`src/rtl/pipe_front_regs.sv`:
```
// Purpose: PC register, IF/ID and ID/EX pipeline registers with stall/flush/squash control and event counters.
// Latency: one clock edge per stage (PCF -> IF/ID -> ID/EX).
// Backpressure: StallF/StallD hold their stage; FlushE bubbles ID/EX; ID/EX itself never stalls.
module pipe_front_regs (
  input  logic        clk,
  input  logic        rst_n,
  input  logic        StallF,
  input  logic        StallD,
  input  logic        FlushE,
  input  logic        PCSrcD,
  input  logic [31:0] PCBranchD,
  input  logic [31:0] InstrF,
  input  logic        RegWriteD,
  input  logic        MemtoRegD,
  input  logic        MemWriteD,
  input  logic        ALUSrcD,
  input  logic        RegDstD,
  input  logic [2:0]  ALUControlD,
  input  logic [31:0] RD1D,
  input  logic [31:0] RD2D,
  input  logic [31:0] SignImmD,
  input  logic [4:0]  RsD,
  input  logic [4:0]  RtD,
  input  logic [4:0]  RdD,
  output logic [31:0] PCF,
  output logic [31:0] InstrD,
  output logic [31:0] PCPlus4D,
  output logic        ValidD,
  output logic        RegWriteE,
  output logic        MemtoRegE,
  output logic        MemWriteE,
  output logic        ALUSrcE,
  output logic        RegDstE,
  output logic [2:0]  ALUControlE,
  output logic [31:0] RD1E,
  output logic [31:0] RD2E,
  output logic [31:0] SignImmE,
  output logic [4:0]  RsE,
  output logic [4:0]  RtE,
  output logic [4:0]  RdE,
  output logic        ValidE,
  output logic [15:0] StallCount,
  output logic [15:0] BubbleCount,
  output logic [15:0] SquashCount
);

  // Control bits packed as {RegWrite, MemtoReg, MemWrite, ALUSrc, RegDst}.
  logic [31:0] pcf_q, pcf_d, pcplus4f;
  logic [31:0] instrd_q, instrd_d, pcplus4d_q, pcplus4d_d;
  logic        validd_q, validd_d;
  logic [4:0]  ctrle_q, ctrle_d;
  logic [2:0]  alucte_q, alucte_d;
  logic [31:0] rd1e_q, rd1e_d, rd2e_q, rd2e_d, simme_q, simme_d;
  logic [4:0]  rse_q, rse_d, rte_q, rte_d, rde_q, rde_d;
  logic        valide_q, valide_d;
  logic [15:0] stall_cnt_q, stall_cnt_d, bubble_cnt_q, bubble_cnt_d, squash_cnt_q, squash_cnt_d;

  // Increment by one when en is set, sticking at all-ones instead of wrapping.
  function automatic logic [15:0] sat_inc(input logic [15:0] v, input logic en);
    if (en && (v != 16'hFFFF)) return v + 16'd1;
    return v;
  endfunction

  assign pcplus4f = pcf_q + 32'd4;

  // Next PC: stall wins over a taken branch, otherwise sequential fetch.
  always_comb begin
    pcf_d = pcf_q;
    if (!StallF) pcf_d = PCSrcD ? PCBranchD : pcplus4f;
  end

  // IF/ID next state: hold on stall, squash to a bubble on a taken branch, else load fetch.
  always_comb begin
    instrd_d   = instrd_q;
    pcplus4d_d = pcplus4d_q;
    validd_d   = validd_q;
    if (!StallD) begin
      if (PCSrcD) begin
        instrd_d   = 32'd0;
        pcplus4d_d = 32'd0;
        validd_d   = 1'b0;
      end else begin
        instrd_d   = InstrF;
        pcplus4d_d = pcplus4f;
        validd_d   = 1'b1;
      end
    end
  end

  // ID/EX next state: state-changing controls are masked when decode holds no real
  // instruction; a flush zeroes everything so register fields cannot match a forward path.
  always_comb begin
    ctrle_d  = {RegWriteD, MemtoRegD, MemWriteD, ALUSrcD, RegDstD};
    alucte_d = ALUControlD;
    rd1e_d   = RD1D;
    rd2e_d   = RD2D;
    simme_d  = SignImmD;
    rse_d    = RsD;
    rte_d    = RtD;
    rde_d    = RdD;
    valide_d = validd_q;
    if (!validd_q) ctrle_d[4:2] = 3'b000;
    if (FlushE) begin
      ctrle_d  = 5'd0;
      alucte_d = 3'd0;
      rd1e_d   = 32'd0;
      rd2e_d   = 32'd0;
      simme_d  = 32'd0;
      rse_d    = 5'd0;
      rte_d    = 5'd0;
      rde_d    = 5'd0;
      valide_d = 1'b0;
    end
  end

  // Event counters: decode stalls, execute bubbles, and branch squashes that actually land.
  always_comb begin
    stall_cnt_d  = sat_inc(stall_cnt_q, StallD);
    bubble_cnt_d = sat_inc(bubble_cnt_q, FlushE);
    squash_cnt_d = sat_inc(squash_cnt_q, PCSrcD & ~StallD);
  end

  // All pipeline state and counters, cleared asynchronously.
  always_ff @(posedge clk or negedge rst_n) begin
    if (!rst_n) begin
      pcf_q        <= 32'd0;
      instrd_q     <= 32'd0;
      pcplus4d_q   <= 32'd0;
      validd_q     <= 1'b0;
      ctrle_q      <= 5'd0;
      alucte_q     <= 3'd0;
      rd1e_q       <= 32'd0;
      rd2e_q       <= 32'd0;
      simme_q      <= 32'd0;
      rse_q        <= 5'd0;
      rte_q        <= 5'd0;
      rde_q        <= 5'd0;
      valide_q     <= 1'b0;
      stall_cnt_q  <= 16'd0;
      bubble_cnt_q <= 16'd0;
      squash_cnt_q <= 16'd0;
    end else begin
      pcf_q        <= pcf_d;
      instrd_q     <= instrd_d;
      pcplus4d_q   <= pcplus4d_d;
      validd_q     <= validd_d;
      ctrle_q      <= ctrle_d;
      alucte_q     <= alucte_d;
      rd1e_q       <= rd1e_d;
      rd2e_q       <= rd2e_d;
      simme_q      <= simme_d;
      rse_q        <= rse_d;
      rte_q        <= rte_d;
      rde_q        <= rde_d;
      valide_q     <= valide_d;
      stall_cnt_q  <= stall_cnt_d;
      bubble_cnt_q <= bubble_cnt_d;
      squash_cnt_q <= squash_cnt_d;
    end
  end

  assign PCF         = pcf_q;
  assign InstrD      = instrd_q;
  assign PCPlus4D    = pcplus4d_q;
  assign ValidD      = validd_q;
  assign RegWriteE   = ctrle_q[4];
  assign MemtoRegE   = ctrle_q[3];
  assign MemWriteE   = ctrle_q[2];
  assign ALUSrcE     = ctrle_q[1];
  assign RegDstE     = ctrle_q[0];
  assign ALUControlE = alucte_q;
  assign RD1E        = rd1e_q;
  assign RD2E        = rd2e_q;
  assign SignImmE    = simme_q;
  assign RsE         = rse_q;
  assign RtE         = rte_q;
  assign RdE         = rde_q;
  assign ValidE      = valide_q;
  assign StallCount  = stall_cnt_q;
  assign BubbleCount = bubble_cnt_q;
  assign SquashCount = squash_cnt_q;

endmodule

```
`config.mk`:
```
export PLATFORM = sky130hd
export DESIGN_NAME = pipe_front_regs
export DESIGN_NICKNAME = d
export VERILOG_FILES = /design/src/rtl/pipe_front_regs.sv
export SDC_FILE = /design/constraint.sdc
export NUM_CORES = 1
export LEC_CHECK = 0
export CELL_PAD_IN_SITES_DETAIL_PLACEMENT = 1
export CELL_PAD_IN_SITES_GLOBAL_PLACEMENT = 2
export CORE_MARGIN = 4
export CORE_UTILIZATION = 26
export DETAILED_ROUTE_END_ITERATION = 8
export GPL_TIMING_DRIVEN = 0
export PLACE_DENSITY_LB_ADDON = 0.2
export SYNTH_ARGS = -nofsm -noshare
export SYNTH_HDL_FRONTEND = slang
export SYNTH_SLANG_ARGS = --single-unit
```
`constraint.sdc`:
```
create_clock -name clk -period 2.2 [get_ports clk]
set_clock_uncertainty 0.05 [all_clocks]
set_input_delay 0.44 -clock clk [delete_from_list [all_inputs] [get_ports clk]]
set_output_delay 0.44 -clock clk [all_outputs]
set_load 0.02 [all_outputs]
```
==> impl_metrics.tcl, run 1 <==
set metrics [dict create \
    worstSkewPairLatency_ns 0.53 \
    worstReg2RegEnd "PCF[18]$_DFFE_PN0N_" \
    top_level_ports 454 \
    min_period_ns 2.15 \
    yosysTopAreaCellShare 0.613 \
    dr.pass1.iters 4 \
    crit_required_ns 1.71 \
    vias_per_cell 4.58 \
    rrSetupSlack_ns 0.06 \
    path_class "reg -> out" \
    synth_area_um2 10800 \
    switching_power_w 0.00436 \
    yosys.area_share.simple 0.210 \
    syn_inst 951 \
    hp-class "in -> reg" \
    cts_sinks 265 \
    die_x_um 212 \
    cpPeakStageDelay_ns 0.69 \
    worstSetupStartpointType "flop" \
    drv_slew 0 \
    fillers 4435 \
    p_per_area_nw_per_um2 843 \
    switching_share 0.299 \
    core_um2 41000 \
    stdcell_count 2005 \
    port_buffers 451 \
    cp_data_arrival_time_ns 1.66 \
    slowest_stage "clkdlybuf4s50_1" \
    yosys.cell_count.top_type "dfrtp_1" \
    h-tree-depth 2 \
    worstMarginPinSlew_ns 0.716 \
    antenna_found_initial 15 \
    fmax_mhz 464 \
    cp_max_fo 6 \
    ys_ff_latch 265 \
    hp-start "RdD[1]" \
    synth_edf_count 0 \
    post_drt_wl_per_cell_um 21.8 \
    syn-num-nets 1144 \
    synth_xor_area_frac 0.0502 \
    rsz0062_at_grt "true" \
    hold_viol 0 \
    min_to "RdE[1]$_DFF_PN0_" \
    max_cap_violations 0 \
    start_util 0.264 \
    clkSlewWorstSetupHoldPaths_ns 0.06 \
    crit_chain "clkdlybuf4s50_1" \
    synthAdderAreaFrac 0.00463 \
    routed_wl_um 43800 \
    placed_area_um2 16100 \
    cts_root_buf "clkbuf_16" \
    max-vdd-ir-drop_mv 0.467 \
    slew_headroom 0.522 \
    synthTopCellsByArea "dfrtp_1 (61%), nor2b_1 (7.2%), xnor2_1 (3.4%), nand2_1 (2.6%), o21ai_0 (2.5%)" \
    place.gp.congestion 0.776 \
    whs_path_depth 2 \
    p_total_w 0.0146 \
    power.leakage_nw 7.42 \
    dp.cells 1936 \
    synth_area_per_cell_um2 11.4 \
    fin_area_um2 17300 \
    rows 74 \
    pwr-share-comb 0.221 \
    status "finished clean" \
    cp-end-kind "primary output" \
    power.share.clock 0.377 \
    synth.mux.area_fraction 0.0119 \
    grt_start_max_net_pins 118 \
    synth_common_cells "dfrtp_1 (265), nor2b_1 (124), nand2_1 (75)" \
    cts_buffer_depth 3 \
    cts_tree "done" \
    dieArea_um2 44900 \
    synth.distinct_cells 50 \
    ys_warn_count 0 \
    synth-compound-area-share 0.0874 \
    vias 9181 \
    path_buf_inv 1 \
    ys_seq_area_frac 0.613 \
    nets 1637 \
    async_flop_share 1.00 \
    drt_iter0_markers 431 \
    ant_nets 0 \
    grt.overflow.total 0 \
    setup_viol 0 \
    pwr-share-seq 0.402 \
    die_y_um 212 \
    synthFlopType "dfrtp_1" \
    area.growth.synth_to_final_pct 59.9 \
    r2r-start "PCF[3]$_DFFE_PN0N_" \
    min_period_over_period 0.979 \
    grt_first_pass_wirelength_um 64900 \
    numCtsBuffers 35 \
    hpwlAfterDp_um 33100 \
    synth_top_area_cell "dfrtp_1" \
    grt_usage 0.190 \
    synth_top_family_by_area "simple AND/OR/NAND/NOR gates" \
    crit_family "buffers and inverters" \
    drive_above_1_share 0.0628 \
    p_int_w 0.0102 \
    drcViolationCount 0 \
    grt_pass1_vias 10001 \
    r2r_cells 7 \
]
[worst max path at each step]
stage                              from                  endpoint  slack [ns]  cells past startpoint
detailed placement               PCSrcD        PCF[2]$_DFFE_PN0N_       -1.07                      7
floorplan            PCF[2]$_DFFE_PN0N_       PCF[16]$_DFFE_PN0N_        0.02                      6
finish              PCF[27]$_DFFE_PN0N_                   PCF[27]        0.05                      1
global placement                  rst_n        RD1E[19]$_DFF_PN0_      -11.70                      1
CTS                 PCF[19]$_DFFE_PN0N_                   PCF[19]       0.001                      1
global route         PCF[3]$_DFFE_PN0N_  PCPlus4D[26]$_DFFE_PN0N_       -0.04                      7
[registers in the layout, summed over array words and instances (netlist names), 3 cells and up]
register / flops
InstrD: 32
PCF: 32
PCPlus4D: 32
RD1E: 32
RD2E: 32
SignImmE: 32
BubbleCount: 16
SquashCount: 16
StallCount: 16
RdE: 5
RsE: 5
RtE: 5
ctrle_q: 5
ALUControlE: 3
[per-stage QoR]
| stage | utilization | setup WS [ns] | setup TNS [ns] | hold slack (ns) |
|---|---|---|---|---|
| finish | 0.422 | 0.0456 | 0 | 0.393 |
| global route | 0.422 | -0.0355 | -0.183 | 0.367 |
| CTS | 0.420 | 0.00134 | 0 | 0.360 |
| detailed placement | 0.391 | -1.07 | -69.86 | 0.386 |
| global placement | 0.390 | -11.70 | -3154.26 | 0.417 |
| floorplan | - | 0.0236 | 0 | 0.0944 |
[cell type report]
cell class,instances,area [µm²],area share
plain buffers,54,234,0.0135
repair buffers,457,4640,0.268
inverters,9,33.8,0.00195
diodes,7,17.5,0.00101
multi-input cells,622,3990,0.230
clock inverters,7,77.6,0.00448
clock buffers,52,1010,0.0584
flip-flops and latches,265,6630,0.383
well taps,532,666,0.0385
[power groups by stage]
| stage | clock network (W) | registers (W) | logic, W |
|---|---|---|---|
| after floorplan | 0 | 0.00645 | 0.000816 |
| after global placement | 0 | 0.00593 | 0.00327 |
| after detailed placement | 0 | 0.00594 | 0.00331 |
| after CTS | 0.00570 | 0.00587 | 0.00330 |
| after global routing | 0.00591 | 0.00595 | 0.00347 |
| final | 0.00550 | 0.00586 | 0.00322 |
[worst reg2reg max path, stage by stage (launching register included)]
cell	delay [ns]
dfrtp_1	0.45
ha_2	0.29
nand3_2	0.23
nor4_4	0.25
buf_12	0.17
nand2_1	0.10
or4_1	0.43
nand3_1	0.11
[logic make-up after synthesis]
kind of cell | Yosys count
adder cells (fa/ha/maj) | 4
flip-flops | 265
XOR/XNOR | 62
buffers and inverters | 64
AO/OA/AOI/OAI | 143
multiplexers | 12
AND/OR/NAND/NOR | 401
[cells in the final DEF, fill, tap and decap left out, types with 18 or more instances in the layout]
cell type / netlist / routed
nor2b_1: 124 / 123
o21ai_0: 55 / 55
clkbuf_16: 0 / 36
xnor2_1: 42 / 42
nand2_1: 75 / 75
clkdlybuf4s50_1: 0 / 424
nand3_1: 24 / 24
nand2b_1: 36 / 36
dfrtp_1: 265 / 263
nor2_1: 42 / 41
a22oi_1: 18 / 18
nand4_1: 18 / 18
clkbuf_1: 51 / 50
a22o_1: 28 / 28
xor2_1: 20 / 20
[metal layers]
layer / vias up / track usage / part of all wire
met4: 18 / 0.0695 / 0.027
met1: 4529 / 0.224 / 0.39
li1: 4245 / - / -
met3: 70 / 0.0831 / 0.098
met5: - / 0 / 0.0031
met2: 319 / 0.309 / 0.48
[what timing repair did]
action	4_1_cts	5_1_grt
gates resized for setup	24	36
hold endpoints to repair	59	0
hold buffers	1	0
endpoints found under the setup margin	67	55
buffers inserted	2	1
pin swaps	2	2
Note: power is estimated with default switching activity, not from simulation.
==> inputs of run 2 (changes only) <==
--- a/config.mk
+++ b/config.mk
@@ -7,7 +7,6 @@
 export LEC_CHECK = 0
 export CELL_PAD_IN_SITES_DETAIL_PLACEMENT = 1
 export CELL_PAD_IN_SITES_GLOBAL_PLACEMENT = 2
-export CORE_MARGIN = 4
 export CORE_UTILIZATION = 26
 export DETAILED_ROUTE_END_ITERATION = 8
 export GPL_TIMING_DRIVEN = 0
==> impl_metrics.tcl, run 2 (same netlist as run 1, synthesis figures left out) <==
set metrics [dict create \
    min_period_over_period 0.979 \
    drv_slew 0 \
    cpPeakStageDelay_ns 0.66 \
    r2r-start "PCF[12]$_DFFE_PN0N_" \
    fmax_mhz 464 \
    post_drt_wl_per_cell_um 20.9 \
    hpwlAfterDp_um 31200 \
    drcViolationCount 0 \
    grt_usage 0.196 \
    max_cap_violations 0 \
    start_util 0.264 \
    setup_viol 0 \
    crit_required_ns 1.71 \
    slowest_stage "clkdlybuf4s50_1" \
    cp-end-kind "primary output" \
    drt_iter0_markers 311 \
    min_period_ns 2.15 \
    die_x_um 206 \
    max-vdd-ir-drop_mv 0.558 \
    whs_path_depth 2 \
    fillers 4517 \
    worstSkewPairLatency_ns 0.54 \
    cts_root_buf "clkbuf_16" \
    drive_above_1_share 0.0628 \
    hold_viol 0 \
    grt_pass1_vias 9673 \
    top_level_ports 454 \
    ant_nets 0 \
    crit_family "buffers and inverters" \
    routed_wl_um 41800 \
    hp-start "RD1D[15]" \
    h-tree-depth 2 \
    worstMarginPinSlew_ns 0.759 \
    place.gp.congestion 0.782 \
    min_to "RD1E[15]$_DFF_PN0_" \
    layout_common_cells "clkdlybuf4s50_1 (426), dfrtp_1 (262), nor2b_1 (123), nand2_1 (75), o21ai_0 (55)" \
    port_buffers 451 \
    slew_headroom 0.490 \
    cts_buffer_depth 3 \
    nets 1636 \
    hold_slack_ns 0.390 \
    cts_tree "done" \
    rrSetupSlack_ns 0.12 \
    mostFrequentLayoutCell "clkdlybuf4s50_1" \
    vias 9051 \
    clkSlewWorstSetupHoldPaths_ns 0.06 \
    grt_first_pass_wirelength_um 62100 \
    dr.pass1.iters 5 \
    path_buf_inv 1 \
    cp_max_fo 6 \
    cts_sinks 265 \
    p_per_area_nw_per_um2 848 \
    rows 74 \
    cp_data_arrival_time_ns 1.66 \
    power.leakage_nw 7.42 \
    worstSetupStartpointType "flop" \
    path_class "reg -> out" \
    vias_per_cell 4.52 \
    die_y_um 206 \
    area.growth.synth_to_final_pct 60.2 \
    crit_chain "clkdlybuf4s50_1" \
    core_um2 40900 \
    hp-class "in -> reg" \
    worstReg2RegEnd "PCF[17]$_DFFE_PN0N_" \
    dieArea_um2 42400 \
    r2r_cells 6 \
    antenna_found_initial 6 \
    final_util 0.423 \
    status "finished clean" \
    grt_start_max_net_pins 108 \
    grt.overflow.total 0 \
    numCtsBuffers 34 \
]
[run 2: per-layer routing]
metal | GRT usage | up-vias | routed length, µm
met1 | 0.229 | 4443 | 16700
met3 | 0.0738 | 60 | 3560
met4 | 0.0746 | 6 | 1200
li1 | - | 4244 | -
met5 | 0 | - | 29
met2 | 0.326 | 298 | 20300
[run 2: through the flow]
stage / std cells / instance area, µm² / setup TNS (ns) / power (W) / worst slack (ns)
2_1_floorplan: 951 / 10800 / 0 / 0.00727 / 0.0236
5_1_grt: 1999 / 17300 / -0.0436 / 0.0154 / -0.0436
4_1_cts: 1999 / 17300 / 0 / 0.0149 / 0.00312
3_5_place_dp: 1936 / 16100 / -67.43 / 0.00921 / -0.979
3_3_place_gp: 1934 / 16000 / -3165.16 / 0.00916 / -11.75
6_report: 2001 / 17300 / 0 / 0.0147 / 0.0470
[run 2: where the power goes]
part           total [W]  internal [W]  switching (W)  leakage [nW]
Clock            0.00560       0.00340        0.00220         0.546
Sequential       0.00587       0.00537       0.000495          3.40
Combinational    0.00322       0.00157        0.00164          3.47
Total             0.0147        0.0103        0.00434          7.42
[run 2: worst max path at each step]
stage	startpoint	to	slack (ns)	cells after the start
after detailed placement	PCSrcD	PCF[2]$_DFFE_PN0N_	-0.98	7
after CTS	SquashCount[2]$_DFFE_PN0P_	SquashCount[2]	0.003	1
after global placement	rst_n	RD1E[25]$_DFF_PN0_	-11.75	1
final	PCF[12]$_DFFE_PN0N_	PCF[12]	0.05	1
after floorplan	PCF[2]$_DFFE_PN0N_	PCF[16]$_DFFE_PN0N_	0.02	6
after global routing	PCSrcD	PCF[6]$_DFFE_PN0N_	-0.04	7
[run 2: final cells by class]
| class | count | area, µm² | area share |
|---|---|---|---|
| buffer | 54 | 225 | 0.0130 |
| clock buffer | 51 | 1010 | 0.0581 |
| timing repair buffer | 457 | 4640 | 0.268 |
| inverter | 9 | 33.8 | 0.00195 |
| multi-input combinational | 622 | 4000 | 0.231 |
| sequential | 265 | 6640 | 0.383 |
| clock inverter | 8 | 115 | 0.00664 |
| antenna | 3 | 7.51 | 0.000433 |
| tap | 532 | 666 | 0.0384 |
[run 2: timing repair]
| item | in CTS | in global routing |
|---|---|---|
| gates resized for setup | 24 | 29 |
| pin swaps | 3 | 2 |
| hold buffers | 1 | 0 |
| hold endpoints to repair | 66 | 0 |
| gates cloned | 0 | 0 |
| setup buffers | 3 | 0 |
| endpoints found under the setup margin | 65 | 42 |
